==> src/rtl/boot_loader_ctrl.sv <==
// boot_loader_ctrl: loads I-MEM from a UART byte stream (16-bit word-count header, little-endian words)
module boot_loader_ctrl #(
    parameter int BITS   = 32,
    parameter int ADDRIW = 11
) (
    input  logic              clk,
    input  logic              rst_n,
    input  logic              boot_start,
    input  logic [7:0]        rx_data,
    input  logic              rx_valid,
    output logic [BITS-1:0]   wdata_data,
    output logic [ADDRIW-1:0] wdata_addr,
    output logic              we_boot,
    output logic              bootloading,
    output logic              cpu_rst_n,
    output logic              boot_done,
    output logic              boot_err
);
    typedef enum logic [2:0] {IDLE, HDR_LO, HDR_HI, LOAD, DONE} state_t;

    localparam logic [16:0] DEPTH = 17'(1) << ADDRIW;

    state_t      state, state_nx;
    logic [15:0] count, idx;
    logic [1:0]  bidx;
    logic [23:0] asm_lo;
    logic        word_done, in_range, last_word;

    assign word_done = state == LOAD && rx_valid && bidx == 2'd3;
    assign in_range  = {1'b0, idx} < DEPTH;
    assign last_word = idx + 16'd1 == count;

    // state register
    always_ff @(posedge clk) begin
        if (!rst_n) state <= IDLE;
        else        state <= state_nx;
    end

    // next-state: header bytes, then words until the index reaches the count
    always_comb begin
        state_nx = state;
        case (state)
            IDLE:    if (boot_start) state_nx = HDR_LO;
            HDR_LO:  if (rx_valid) state_nx = HDR_HI;
            HDR_HI:  if (rx_valid) state_nx = ({rx_data, count[7:0]} == 16'd0) ? DONE : LOAD;
            LOAD:    if (word_done && last_word) state_nx = DONE;
            DONE:    state_nx = IDLE;
            default: state_nx = IDLE;
        endcase
    end

    // datapath and registered outputs; status outputs follow the upcoming state
    always_ff @(posedge clk) begin
        if (!rst_n) begin
            count       <= '0;
            idx         <= '0;
            bidx        <= '0;
            asm_lo      <= '0;
            wdata_data  <= '0;
            wdata_addr  <= '0;
            we_boot     <= 1'b0;
            bootloading <= 1'b0;
            cpu_rst_n   <= 1'b0;
            boot_done   <= 1'b0;
            boot_err    <= 1'b0;
        end else begin
            we_boot     <= word_done && in_range;
            boot_done   <= state_nx == DONE;
            bootloading <= state_nx != IDLE;
            cpu_rst_n   <= state_nx == IDLE;
            if (state == IDLE && boot_start) begin
                boot_err <= 1'b0;
                idx      <= '0;
                bidx     <= '0;
                count    <= '0;
            end
            if (state == HDR_LO && rx_valid) count[7:0] <= rx_data;
            if (state == HDR_HI && rx_valid) count[15:8] <= rx_data;
            if (state == LOAD && rx_valid) begin
                bidx <= bidx + 2'd1;
                if (bidx != 2'd3) asm_lo <= {rx_data, asm_lo[23:8]};
                else begin
                    idx <= idx + 16'd1;
                    if (in_range) begin
                        wdata_data <= {rx_data, asm_lo};
                        wdata_addr <= idx[ADDRIW-1:0];
                    end else begin
                        boot_err <= 1'b1;
                    end
                end
            end
        end
    end
endmodule

==> config.mk <==
export PLATFORM = sky130hd
export DESIGN_NAME = boot_loader_ctrl
export DESIGN_NICKNAME = d
export VERILOG_FILES = /design/src/rtl/boot_loader_ctrl.sv
export SDC_FILE = /design/constraint.sdc
export NUM_CORES = 1
export LEC_CHECK = 0
export BUFFER_PORTS_ARGS = -buffer_cell sky130_fd_sc_hd__buf_2
export CORE_ASPECT_RATIO = 1.75
export CORE_MARGIN = 3
export CORE_UTILIZATION = 35
export CTS_CLUSTER_DIAMETER = 60
export CTS_CLUSTER_SIZE = 25
export DETAILED_ROUTE_END_ITERATION = 6
export PLACE_DENSITY = 0.6
export SETUP_SLACK_MARGIN = 0.2
export SYNTH_ARGS = -nofsm -noshare
export SYNTH_HDL_FRONTEND = slang
export SYNTH_SLANG_ARGS = --single-unit
export TNS_END_PERCENT = 50
==> constraint.sdc <==
create_clock -name clk -period 4.7 [get_ports clk]
set_clock_uncertainty 0.05 [all_clocks]
set_input_delay 1.175 -clock clk [delete_from_list [all_inputs] [get_ports clk]]
set_output_delay 1.175 -clock clk [all_outputs]
set_load 0.005 [all_outputs]
==> reports/metrics.yaml, run 1 <==
cts_max_level: 3
hp-class: "register to register"
cp.buffers_inverters: 2
syn_area_sq_mm: 0.00465
remaining_drc_errors: 0
crit_path_max_incr_delay_ns: 0.40
ys_types: 45
final_cell_mix: "nand2_1, dfxtp_1, a21oi_1, buf_2, nor2_1"
p_switching_mw: 0.416
cp.required_ns: 4.95
min_from: "wdata_data[11]"
crit_chain: "buf_2, and4b_1, and2_1, buf_4, nand3_1, nor3_1, nand4_1, o41ai_2, and2_1"
cts_resized: 0
portBuffers: 59
rsz0062_at_grt: "no"
drive_gt1_frac: 0.140
nNetsFinal: 641
final_antenna_net_count: 0
totalWireLength_um: 12100
yosysSeqAreaShare: 0.470
met1_usage: 0.191
n_antenna_cell: 0
ff2ff_path_depth: 7
grt_overflow: 0
syn_nets: 608
root_buffer: "clkbuf_16"
drv_slew: 0
dpl.hpwl_um: 8740
fin_cells: 801
yosys_register_bits: 109
critPathLaunchType: "primary input"
cts_buffers: 9
critPathTopFamily: "simple AND/OR/NAND/NOR gates"
tritoncts: "done"
grtUsageTotal: 0.172
synth_ff_type: "dfxtp_1"
synth-async-reset-ratio: 0
cts_sinks: 109
worst_pin_slew_ns: 1.02
mostFrequentLayoutCell: "nand2_1"
internal-power_mw: 1.32
post-place-ws_ns: 1.48
fmax_mhz: 349
syn_area_per_cell_sq_um: 7.82
vias: 4124
setup_violations: 0
crit_type: "primary input to register"
seq_power_share: 0.541
finalCritPeriodShare: 0.609
dp.cells: 787
final_util: 0.409
fin_ws_ns: 1.84
worstPathMaxFanout: 16
yosysWarnings: 0
place_area_sq_mm: 0.00502
avgViaCountPerCell: 5.15
reg2reg_to: "state[1]"
fin_crit_ns: 2.86
coreArea_sq_mm: 0.0129
wl_per_cell_um: 15.1
synth_edf_count: 0
gp_congestion: 0.872
r2r_start: "idx[0]"
grt_max_degree: 51
multi_input_area_sq_mm: 0.00229
cpMaxStageDelayCell: "o41ai_2"
busiest_layer: "met2"
placementRows: 55
drt-pass1-iter-count: 4
fp.dieH_um: 158
combPwrFrac: 0.048
path_clk_slew_ns: 0.07
grt_pass1_wl_um: 20000
final.fill_count: 1396
pin_count: 60
syn_to_final_growth_pct: 13.9
holdPathEnd: "wdata_data[11]"
clockBufferDepth: 2
arrival_ns: 3.11
p_per_area_mw_per_mm2: 328
p_clk_frac: 0.410
status: "complete, no violations"
grtUsageMet3: 0.0307
max-slew-margin-rel: 0.316
finalHoldViolations: 0
postCtsSetupBuffers: 0
fin_area_sq_mm: 0.00529
worstSetupEndpointType: "register"
ctsHoldBuffers: 0
min_path_cells: 2
start_util: 0.359
crit_top_cell: "and2_1"
synthCells: 594
die_w_um: 93.1
switching_share: 0.240
leakage_nw: 1.95
grt.met2_usage: 0.314
ir_worst_vdd_v: 0.000150
startpoint: "rx_valid"
r2r_setup_slack_ns: 1.96
cap_violations: 0
dieArea_sq_mm: 0.0147
grt_pass1_vias: 3932
drt_iter0_drc: 221
antenna_found_initial: 0
seq_area_sq_mm: 0.00218
worstSkewPairLatency_ns: 0.35
final.setup.tns_ns: 0
-- cells in the mapped netlist, drive strengths merged (3+ instances only) --
cell type | number | area, sq um
buf | 6 | 37.5
clkbuf | 36 | 135
nand3 | 12 | 65.1
xnor2 | 13 | 121
nor4 | 7 | 43.8
a22oi | 20 | 150
nand2 | 166 | 623
nand3b | 3 | 22.5
nand2b | 3 | 18.8
nor3 | 12 | 60.1
or3 | 3 | 18.8
a21oi | 85 | 425
nand4 | 6 | 43.8
and2 | 6 | 37.5
o21ai | 16 | 80.1
dfxtp | 109 | 2180
a31oi | 3 | 18.8
xor2 | 8 | 70.1
nor2b | 20 | 125
nor2 | 34 | 128
and3 | 4 | 25.0
-- per-layer routing --
layer / vias to the layer above / wire, um
met4: 0 / 369
met1: 1919 / 4800
met2: 94 / 6620
met3: 23 / 341
li1: 2088 / -
met5: - / 0
-- final cells by class --
class	instances	share of cell area
Tap cell	171	0.0404
Inverter	2	0.00142
Timing Repair Buffer	64	0.0629
Multi-Input combinational cell	441	0.432
Sequential cell	109	0.412
Clock inverter	5	0.00851
Clock buffer	9	0.0425
-- power groups by stage --
stage	Sequential, mW	Combinational (mW)	Clock, mW
global route	0.941	0.0936	0.774
finish	0.940	0.0839	0.712
global placement	0.961	0.0825	0
detailed placement	0.962	0.0833	0
floorplan	0.957	0.0573	0
CTS	0.940	0.0835	0.735
-- tightest hold or removal path: cells and delay by family, from the launching register on --
kind            cells  cell delay, ns
compound gates      1            0.05
flops               1            0.31
simple gates        1            0.05
-- metrics by stage --
step,hold WS [ns],total power [mW]
floorplan,0.382,1.01
global placement,0.392,1.04
detailed placement,0.394,1.04
CTS,0.404,1.76
global route,0.419,1.81
finish,0.401,1.74
-- worst max path at each step --
| stage | to | slack (ns) | cells past startpoint |
|---|---|---|---|
| global route | idx[4] | 1.64 | 7 |
| floorplan | boot_done | 1.92 | 9 |
| CTS | state[1] | 1.83 | 9 |
| detailed placement | state[1] | 1.48 | 9 |
| global placement | state[1] | 1.54 | 9 |
| finish | boot_done | 1.84 | 9 |
-- flip-flops by register name, indices dropped and copies added, names as in the netlist --
register and count:
bidx 2, state 3, boot_err 1, idx 16
wdata_addr 11, boot_done 1, wdata_data 32, we_boot 1
count 16, asm_lo 24, bootloading 1, cpu_rst_n 1
-- cells by family after synthesis --
family,share of synthesized area
AND/OR/NAND/NOR,0.275
flip-flops,0.470
XOR/XNOR,0.0412
AO/OA/AOI/OAI,0.166
multiplexers,0.00431
buffers and inverters,0.0388
adder cells (fa/ha/maj),0.00538
No activity file was read; power rests on OpenSTA's default activity.
==> run 2: changes to the inputs <==
--- a/config.mk
+++ b/config.mk
@@ -5,6 +5,7 @@
 export SDC_FILE = /design/constraint.sdc
 export NUM_CORES = 1
 export LEC_CHECK = 0
+export ABC_AREA = 1
 export BUFFER_PORTS_ARGS = -buffer_cell sky130_fd_sc_hd__buf_2
 export CORE_ASPECT_RATIO = 1.75
 export CORE_MARGIN = 3
==> constraint.sdc (replaced) <==
create_clock -name clk -period 2.81 [get_ports clk]
set_clock_uncertainty 0.05 [all_clocks]
set_input_delay 0.7025 -clock clk [delete_from_list [all_inputs] [get_ports clk]]
set_output_delay 0.7025 -clock clk [all_outputs]
set_load 0.005 [all_outputs]
==> run 2 against run 1 <==
Compared with the run above:
- clock power increased by 67%
- synthesized area increased by 1.4%
- final area rose by 3.2%
- setup slack got worse by 1.3 ns
- register-to-register slack lost 1.4 ns
- via count up 7.6%
- power increased by 70%
- critical path type is now register to register
==> reports/metrics.yaml, run 2 <==
status: "complete, no violations"
syn_area_sq_mm: 0.00471
crit_type: "register to register"
tritoncts: "done"
remaining_drc_errors: 0
final_antenna_net_count: 0
grt_max_degree: 40
setup_violations: 0
yosysWarnings: 0
met1_usage: 0.192
drive_gt1_frac: 0.151
finalHoldViolations: 0
fin_crit_ns: 2.24
ir_worst_vdd_v: 0.000433
final_cell_mix: "nand2_1, nor2_1, dfxtp_1, o21ai_0, a21oi_1"
grt_overflow: 0
fmax_mhz: 447
antenna_found_initial: 0
synthTopCellsByArea: "dfxtp_1, nand2_1, nor2_1"
final_util: 0.418
hp-class: "register to register"
leakage_nw: 2.49
n_antenna_cell: 0
dp.cells: 869
grt.met2_usage: 0.328
syn_to_final_growth_pct: 15.9
vias: 4437
p_total_mw: 2.95
finalCritPeriodShare: 0.796
mostFrequentLayoutCell: "nand2_1"
postCtsSetupBuffers: 0
synth_fa_ha_area_frac: 0.00531
critPathLaunchType: "register"
final.setup.tns_ns: 0
coreArea_sq_mm: 0.0131
yosysTopAreaCellShare: 0.463
totalWireLength_um: 13100
holdWs_ns: 0.417
synth_top_family_by_area: "simple AND/OR/NAND/NOR gates"
cp.required_ns: 2.99
die_w_um: 93.7
cts_max_level: 3
reg_top3: "wdata_data: 32 flops, asm_lo: 24 flops"
cap_violations: 0
max-slew-margin-rel: 0.239
rsz0062_at_grt: "no"
worstSkewPairLatency_ns: 0.35
synthCells: 656
ys_top_cells_by_count: "nand2_1, nor2_1, dfxtp_1, o21ai_0, a21oi_1"
synthSimpleGateAreaFrac: 0.297
yosysSeqAreaShare: 0.463
top_register: "wdata_data"
gp_congestion: 0.915
synth-async-reset-ratio: 0
grt_pass1_vias: 4405
syn_nets: 670
synth_ff_type: "dfxtp_1"
largest_reg_flops: 32
cts_buffers: 9
root_buffer: "clkbuf_16"
cts_resized: 0
drv_slew: 0
path_clk_slew_ns: 0.07
crit_chain: "ha_1, nand2_1, nor2_4, nand3_1, nand3_1, nand2_1, nor2_1, nand3_1, nor2_1, nand3_1, nand2_2, nand3_2, nor2_1, nor2_1"
cpMaxStageDelayCell: "dfxtp_1"
pin_count: 60
avgViaCountPerCell: 5.01
worstPathMaxFanout: 7
synth_edf_count: 0
wl_per_cell_um: 14.8
grt_pass1_wl_um: 21600
yosysMostFrequentCell: "nand2_1"
ctsHoldBuffers: 0
dieArea_sq_mm: 0.0149
clockBufferDepth: 2
fin_cells: 885
fp.dieH_um: 159
yosysTopAreaCell: "dfxtp_1"
crit_path_max_incr_delay_ns: 0.41
synthMuxAreaShare: 0
yosys_register_bits: 109
arrival_ns: 2.42
nNetsFinal: 723
start_util: 0.360
grtUsageMet3: 0.0340
busiest_layer: "met2"
p_per_area_mw_per_mm2: 540
ys_types: 31
worst_pin_slew_ns: 1.14
synth-compound-area-share: 0.153
syn_area_per_cell_sq_um: 7.18
drt-pass1-iter-count: 5
cts_sinks: 109
portBuffers: 59
placementRows: 55
drt_iter0_drc: 328
grtUsageTotal: 0.182
dpl.hpwl_um: 9690
worstSetupEndpointType: "register"
synth_xor_area_frac: 0.0122
## run 2: cell types whose count changed after synthesis, sizes merged, moves of 5 or more
| cell | previous run | this run |
|---|---|---|
| nand2 | 166 | 120 |
| o21ai | 16 | 73 |
| xnor2 | 13 | 1 |
| a22oi | 20 | 1 |
| inv | 2 | 58 |
| nand3 | 12 | 55 |
| nor2 | 34 | 119 |
| and2 | 6 | 0 |
| nor2b | 20 | 0 |
| xor2 | 8 | 3 |
| nor4 | 7 | 1 |
| clkbuf | 36 | 22 |
| nor3 | 12 | 3 |
| a21oi | 85 | 65 |
## run 2: cells by family after synthesis
kind of cell    after synthesis
flops                       109
compound gates              142
fa+ha+maj                     2
xor+xnor                      5
buf+inv                      85
simple gates                313
## run 2: final timing paths
path | start | endpoint | slack (ns) | cells past startpoint
worst max-delay path | idx[1] | bootloading | 0.57 | 14
worst min-delay path | bidx[0] | bidx[0] | 0.42 | 1
worst max register to register | idx[1] | bootloading | 0.57 | 14
worst min register to register | bidx[0] | bidx[0] | 0.42 | 1
## run 2: metrics by stage
step           setup slack (ns)  cell area, sq um
3_3_place_gp              0.358              5190
5_1_grt                   0.309              5460
4_1_cts                   0.570              5460
3_5_place_dp              0.357              5190
2_1_floorplan             0.952              4710
6_report                  0.574              5460
## run 2: power by group
group	total, mW	internal (mW)	switching (mW)	leakage (nW)
Sequential	1.59	1.57	0.0198	0.879
Combinational	0.176	0.0544	0.121	1.49
Clock	1.19	0.609	0.580	0.121
## run 2: critical path, delay by kind of cell, from the launching register on
| kind | cells | cell delay [ns] |
|---|---|---|
| DFF | 1 | 0.41 |
| and+or+nand+nor | 13 | 1.43 |
| adders and majority gates | 1 | 0.22 |
## run 2: area by class of cell
type / instances / area [sq um]
clock buffers: 12 / 236
flip-flops and latches: 109 / 2180
clock inverters: 4 / 33.8
well taps: 171 / 214
fillers: 1383 / 7610
inverters: 58 / 218
repair buffers: 69 / 370
multi-input cells: 462 / 2210
## run 2: metal layers
layer	vias up	part of all wire
met2	133	0.53
met3	45	0.035
li1	2238	-
met5	-	0
met4	0	0.052
met1	2021	0.38
